### config.mk
export PLATFORM = sky130hd
export DESIGN_NAME = demux_8bus_1_4
export DESIGN_NICKNAME = d
export VERILOG_FILES = /design/src/rtl/demux_8bus_1_4.sv
export SDC_FILE = /design/constraint.sdc
export NUM_CORES = 1
export LEC_CHECK = 0
export ABC_AREA = 1
export BUFFER_PORTS_ARGS = -buffer_cell sky130_fd_sc_hd__buf_2
export CELL_PAD_IN_SITES_DETAIL_PLACEMENT = 1
export CELL_PAD_IN_SITES_GLOBAL_PLACEMENT = 1
export CORE_ASPECT_RATIO = 0.9
export CORE_MARGIN = 2
export CORE_UTILIZATION = 30
export DETAILED_ROUTE_END_ITERATION = 6
export PLACE_DENSITY = 0.66
export SYNTH_ARGS = -nofsm -noshare
export SYNTH_HDL_FRONTEND = slang
export SYNTH_SLANG_ARGS = --single-unit
### constraint.sdc
create_clock -name clk -period 4.55 [get_ports clk]
set_input_delay 1.365 -clock clk [delete_from_list [all_inputs] [get_ports clk]]
set_output_delay 1.365 -clock clk [all_outputs]
set_load 0.03 [all_outputs]
### src/rtl/demux_8bus_1_4.sv
`default_nettype none
// ============================================================================
// Module  : demux_8bus_1_4
// Brief   : Registered 1:4 valid/ready stream demux with a 2-entry FIFO per
//           output channel and a saturating input-stall counter.
// Rev     : 1.0
// ============================================================================
module demux_8bus_1_4 #(
    parameter int WIDTH = 8
) (
    input  logic                 clk,
    input  logic                 reset,
    input  logic                 in_valid,
    output logic                 in_ready,
    input  logic [WIDTH-1:0]     in_data,
    input  logic [1:0]           in_sel,
    output logic [3:0]           out_valid,
    input  logic [3:0]           out_ready,
    output logic [4*WIDTH-1:0]   out_data,
    output logic [7:0]           ovf_count
);

    logic [3:0] w_full;
    logic [7:0] r_ovf;

    // Ready depends only on the selected channel's registered fill level,
    // so a full channel never passes a beat through on a same-cycle pop.
    assign in_ready  = ~w_full[in_sel];
    assign ovf_count = r_ovf;

    generate
        for (genvar k = 0; k < 4; k++) begin : g_ch
            localparam logic [1:0] c_ch = 2'(k);

            logic [WIDTH-1:0] r_mem [2];
            logic             r_wr_ptr;
            logic             r_rd_ptr;
            logic [1:0]       r_cnt;
            logic             w_push;
            logic             w_pop;

            assign w_push = in_valid & in_ready & (in_sel == c_ch);
            assign w_pop  = out_valid[k] & out_ready[k];

            assign w_full[k]                   = (r_cnt == 2'd2);
            assign out_valid[k]                = (r_cnt != 2'd0);
            assign out_data[k*WIDTH +: WIDTH]  = r_mem[r_rd_ptr];

            always_ff @(posedge clk) begin
                if (reset) begin
                    r_mem[0] <= '0;
                    r_mem[1] <= '0;
                    r_wr_ptr <= 1'b0;
                    r_rd_ptr <= 1'b0;
                    r_cnt    <= 2'd0;
                end else begin
                    if (w_push) begin
                        r_mem[r_wr_ptr] <= in_data;
                        r_wr_ptr        <= ~r_wr_ptr;
                    end
                    if (w_pop) begin
                        r_rd_ptr <= ~r_rd_ptr;
                    end
                    case ({w_push, w_pop})
                        2'b10:   r_cnt <= r_cnt + 2'd1;
                        2'b01:   r_cnt <= r_cnt - 2'd1;
                        default: r_cnt <= r_cnt;
                    endcase
                end
            end
        end
    endgenerate

    always_ff @(posedge clk) begin
        if (reset) begin
            r_ovf <= 8'd0;
        end else if (in_valid && !in_ready && (r_ovf != 8'hFF)) begin
            r_ovf <= r_ovf + 8'd1;
        end
    end

endmodule
`default_nettype wire

# Word level (Yosys, flattened, before mapping)
# Memory sizes are Yosys's and may differ from the RTL's. A register that Yosys moved wholly into a read port is not among the register bits.
# Cells that the tools add are included.
word_totals:
  out_inout_bits: 45
  ff_bits: 24
  memories: 4
  ram_bits: 64
  in_bits: 17
  word_cells: 116
op_classes:
  reduce_logical: 15
  mux: 40
  bitwise_logic: 18
  n_eq_ne: 16
  order_cmp: 1
  add_sub_neg: 9
memory_table:
  columns: ["name", "words", "word_bits", "read_ports", "rd_clocked_by_memory_dff", "wr", "line", "source"]
  rows:
  - ["g_ch[0].r_mem", 2, 8, 1, 1, 2, "35", "logic [WIDTH-1:0] r_mem [2];"]
  - ["g_ch[1].r_mem", 2, 8, 1, 1, 2, "35", null]
  - ["g_ch[2].r_mem", 2, 8, 1, 1, 2, "35", null]
  - ["g_ch[3].r_mem", 2, 8, 1, 1, 2, "35", null]
op_table:
  columns: ["operator", "count"]
  rows:
  - ["$mux W8", 4]
  - ["$reduce_or A8 Y1", 4]
  - ["$mux W1", 31]
  - ["$eq A2 B2 Y1 const B", 10]
  - ["$pmux W2 S2", 4]
  - ["$reduce_bool A2 Y1", 8]
  - ["$eq A2 B1 Y1 const B", 5]
  - ["$and A1 B1 Y1", 9]
  - ["$not A1 Y1", 9]
  - ["$add A2 B1 Y2 const B", 4]
  - ["$add A8 B1 Y8 const B", 1]
  - ["$ne A8 B8 Y1 const B", 1]
  - ["$sub A2 B1 Y2 const B", 4]
  - ["$lt A2 B3 Y1 const B", 1]
  - ["$bmux W1 S2", 1]
  - ["$logic_and A1 B1 Y1", 2]
  - ["$logic_not A2 Y1", 1]

# Depth between registers and ports, before layout
depth:
  ltp_word: 11
  depth_mapped: 13
  mapped_depth_nobuf: 13

# Worst setup path before layout
# OpenSTA, ideal clock, no wires.
synth_path:
  kind: "input port to output port"
  start: "in in_sel[1]"
  end: "out in_ready"
  required_time_ns: 3.185
  slack_ns: 1.055
  t_arrival_ns: 2.130
  path_buffers: 1
  path_stages: 7
  cell_sequence: "nand2_1 -> clkinv_2 -> nand2_1 -> nand2_2 -> nor2_4 -> buf_6 -> inv_1"
synth_between:
  elab_chain_cells: 3
synth_rtl:
  columns: ["item", "line", "source"]
  rows:
  - ["start: declaration", "16", "input logic [1:0] in_sel,"]
  - ["$bmux W1 S2", "28", "assign in_ready = ~w_full[in_sel];"]
  - ["$mux W1 (implied by the code)", "28", null]
  - ["$not A1 Y1", "28", null]
  - ["end: declaration", "14", "output logic in_ready,"]
# Every way passes these cells. The select of a mux whose other input is x is not followed.

# Worst setup path in the final report
layout_path:
  start: "in in_sel[0]"
  end: "out in_ready"
# The elaborated chain is that of the path after synthesis.

==> impl_results.md <==
- Filler Cell Count: 1,501
- Die area: 14,800 um^2
- Final WS setup: 0.708 ns
- Ys async rst share: 0%
- Fin crit share: 84.4%
- Postcts setup bufs: 0
- Gp weighted congestion: 0.759
- R2r setup slk: 2.46 ns
- Final Critical Period: 3.84 ns
- Final setup viols: 0
- Syn nets: 410
- Worst-Margin Slew: 0.587 ns
- Worst relative slew slack: 60.8%
- Area contributors post-synth: edfxtp_1 46%, dfxtp_1 13%, mux2_2 8.7%
- Ys flop type: edfxtp_1
- Psw: 558 uW
- Diodes inserted: 0
- Io pins: 62
- Die W: 128 um
- Vias per std cell: 4.69
- Vias in the first global route: 3,078
- CTS HTree Levels: 3
- CTS tree: yes
- RSZ-0062 raised after global routing: false
- Peak Freq: 260 MHz
- Total CTS buffers: 9
- Top cells by count, synth: 80 x nor2_1, 64 x edfxtp_1, 57 x nand2_1, 33 x inv_1, 32 x mux2_2
- Status: finished, final reports clean
- DRC: 0
- GRT Util Overall: 14.5%
- Crit path kind: in -> out
- DP Area: 4640 um^2
- Total gr overflow: 0
- Hold EP: g_ch[1].r_rd_ptr$_SDFFE_PP0N_
- Critical R2R Capture: g_ch[3].r_cnt[1]$_SDFFE_PP0P_
- Max_cap viols: 0
- Reg-to-Reg Start: g_ch[1].r_cnt[0]$_SDFFE_PP0P_
- CTS Root Cell: clkbuf_16
- Post-route design area: 4940 um^2
- Initial DRT Pass Iterations: 4
- Largest net degree at the start of global routing: 27
- Antenna Nets Post-Route: 0
- Hold buffers post-CTS: 0
- P&R area growth vs syn: 18.6%
- Synth Warn #: 0
- Cells on worst reg2reg path: 13
- Final clock skew: 0.00872 ns
- Seq pwr share: 47.8%
- Final hold violation count: 0
- Peak VDD IR: 0.174 mV
- Dpl hpwl: 6980 um
- Critical Path End Type: primary output
- Sequential fraction of the synthesis area: 59.6%
- Layout cell share with drive strength beyond 1: 28.1%
- Most common cell in the netlist: nor2_1
- Final WL: 10,000 um
- Worst-path clk slew: 0.06 ns
- Place WS: 0.696 ns
- EDFF count, synth: 64
- I/O Buffers: 61
- WP data required: 3.18 ns
- Max FO, Critical Path: 11
- Total power: 2040 uW
- Avg WL per Cell: 16.1 um
- Initial DRC Count: 159
- Register bit total from synthesis: 92
- Worst skew pair latency: 0.35 ns
- Die Span Y: 116 um
- Top cell type's share of synthesized area: 46.2%
- Worst hold start: g_ch[1].r_rd_ptr$_SDFFE_PP0N_
- Clock power share: 37.6%
- Hold Path Stages: 1
- Core area: 13,500 um^2
- FP Rows: 40
- Final net count: 473
- Unique masters post-synth: 24
- Leak: 0.00213 uW
- First-pass GRT wire length: 16,100 um
- Mapped Cells: 388
- Initial antenna violation count: 0
- Area leader, netlist: edfxtp_1
- Syn avg cell area: 10.7 um^2
- Routed via count: 2,924
- Power Dens Cells: 413 nW/um^2
- Switch share: 27.4%
- Worst setup SP type: primary input
- Hold/Removal Path Class: reg -> reg
- Cts repair resizes: 0
- Post-Syn Area: 4160 um^2
- Sink Count: 92
- Gate power share: 14.6%
- Max clock buf depth: 2
- Critical Path AT: 2.48 ns
- Internal power: 1480 uW
- Final count of pins violating max slew: 0
- Starting Density: 30.9%
- Setup TNS: 0 ns
-- per-layer routing --
layer	track usage (%)	up-vias	wire length (um)
met5	0	-	0
met2	24.7	56	4820
li1	-	1436	-
met1	17.6	1421	4590
met4	4.62	0	112
met3	4.52	11	500
-- registers in the layout, indices dropped and copies added (netlist names), named ones only --
signal and flops:
g_ch.r_mem 64, g_ch.r_cnt 8, ovf_count 8, g_ch.r_rd_ptr 4, g_ch.r_wr_ptr 4
-- through the flow --
stage	cells	hold slack [ns]	utilization, %
2_1_floorplan	388	0.426	-
3_3_place_gp	608	0.436	34.4
3_5_place_dp	608	0.446	34.4
4_1_cts	624	0.462	36.7
5_1_grt	624	0.492	36.7
6_report	624	0.459	36.7
-- cell usage in the layout, fill, tap and decap left out, types with 2 or more instances in the layout --
cell type,netlist,layout
nor3_1,2,2
nand2_1,57,57
nand3_4,3,3
or2_2,4,4
mux2_2,32,32
o21ai_0,13,13
buf_2,2,61
inv_2,3,3
edfxtp_1,64,64
dfxtp_1,28,28
nand3_1,5,5
ha_1,5,5
clkbuf_16,0,9
nor2_1,80,80
a21oi_1,22,22
inv_6,0,2
nand4_4,4,4
xor2_1,6,6
inv_1,33,33
nor2_4,3,3
nand4_1,11,11
nand2_2,2,2
-- critical path, cell delays in order --
cell and delay, ns:
buf_2 0.15, nand2_1 0.09, clkinv_2 0.11, nand2_1 0.10, nand2_2 0.06, nor2_4 0.34, inv_1 0.08, buf_2 0.18
-- worst max path at each step --
stage	from	endpoint	slack [ns]	cells after the start
5_1_grt	in_sel[0]	in_ready	0.64	8
3_3_place_gp	in_sel[0]	in_ready	0.74	8
6_report	in_sel[0]	in_ready	0.71	8
4_1_cts	in_sel[0]	in_ready	0.69	8
3_5_place_dp	in_sel[0]	in_ready	0.70	8
2_1_floorplan	in_sel[1]	in_ready	1.06	7
-- final cells by class --
cell class / instances / area, um^2 / share of cell area, %
multi-input combinational: 250 / 1500 / 30.3
sequential: 92 / 2480 / 50.3
clock buffer: 11 / 243 / 4.92
tap: 168 / 210 / 4.26
clock inverter: 5 / 58.8 / 1.19
inverter: 37 / 140 / 2.84
timing repair buffer: 61 / 305 / 6.18
-- logic make-up (layout without fill, tap and decap cells) --
kind of cell	count (synthesis)	after routing	share of synthesized area, %
AOI/OAI and AO/OA	35	35	4.21
xor gates and xnor gates	6	6	1.26
adders and majority gates	5	5	1.50
buffers and inverters	46	114	4.42
DFF	92	92	59.6
muxes	32	32	8.65
and+or+nand+nor	172	172	20.3
-- power groups by stage --
stage	sequential [uW]	combinational, uW	clock [uW]
final	975	298	765
after global placement	989	295	0
after global routing	982	325	822
after detailed placement	994	301	0
after CTS	976	304	785
after floorplan	974	232	0
Power figures use the tool's default switching activity.
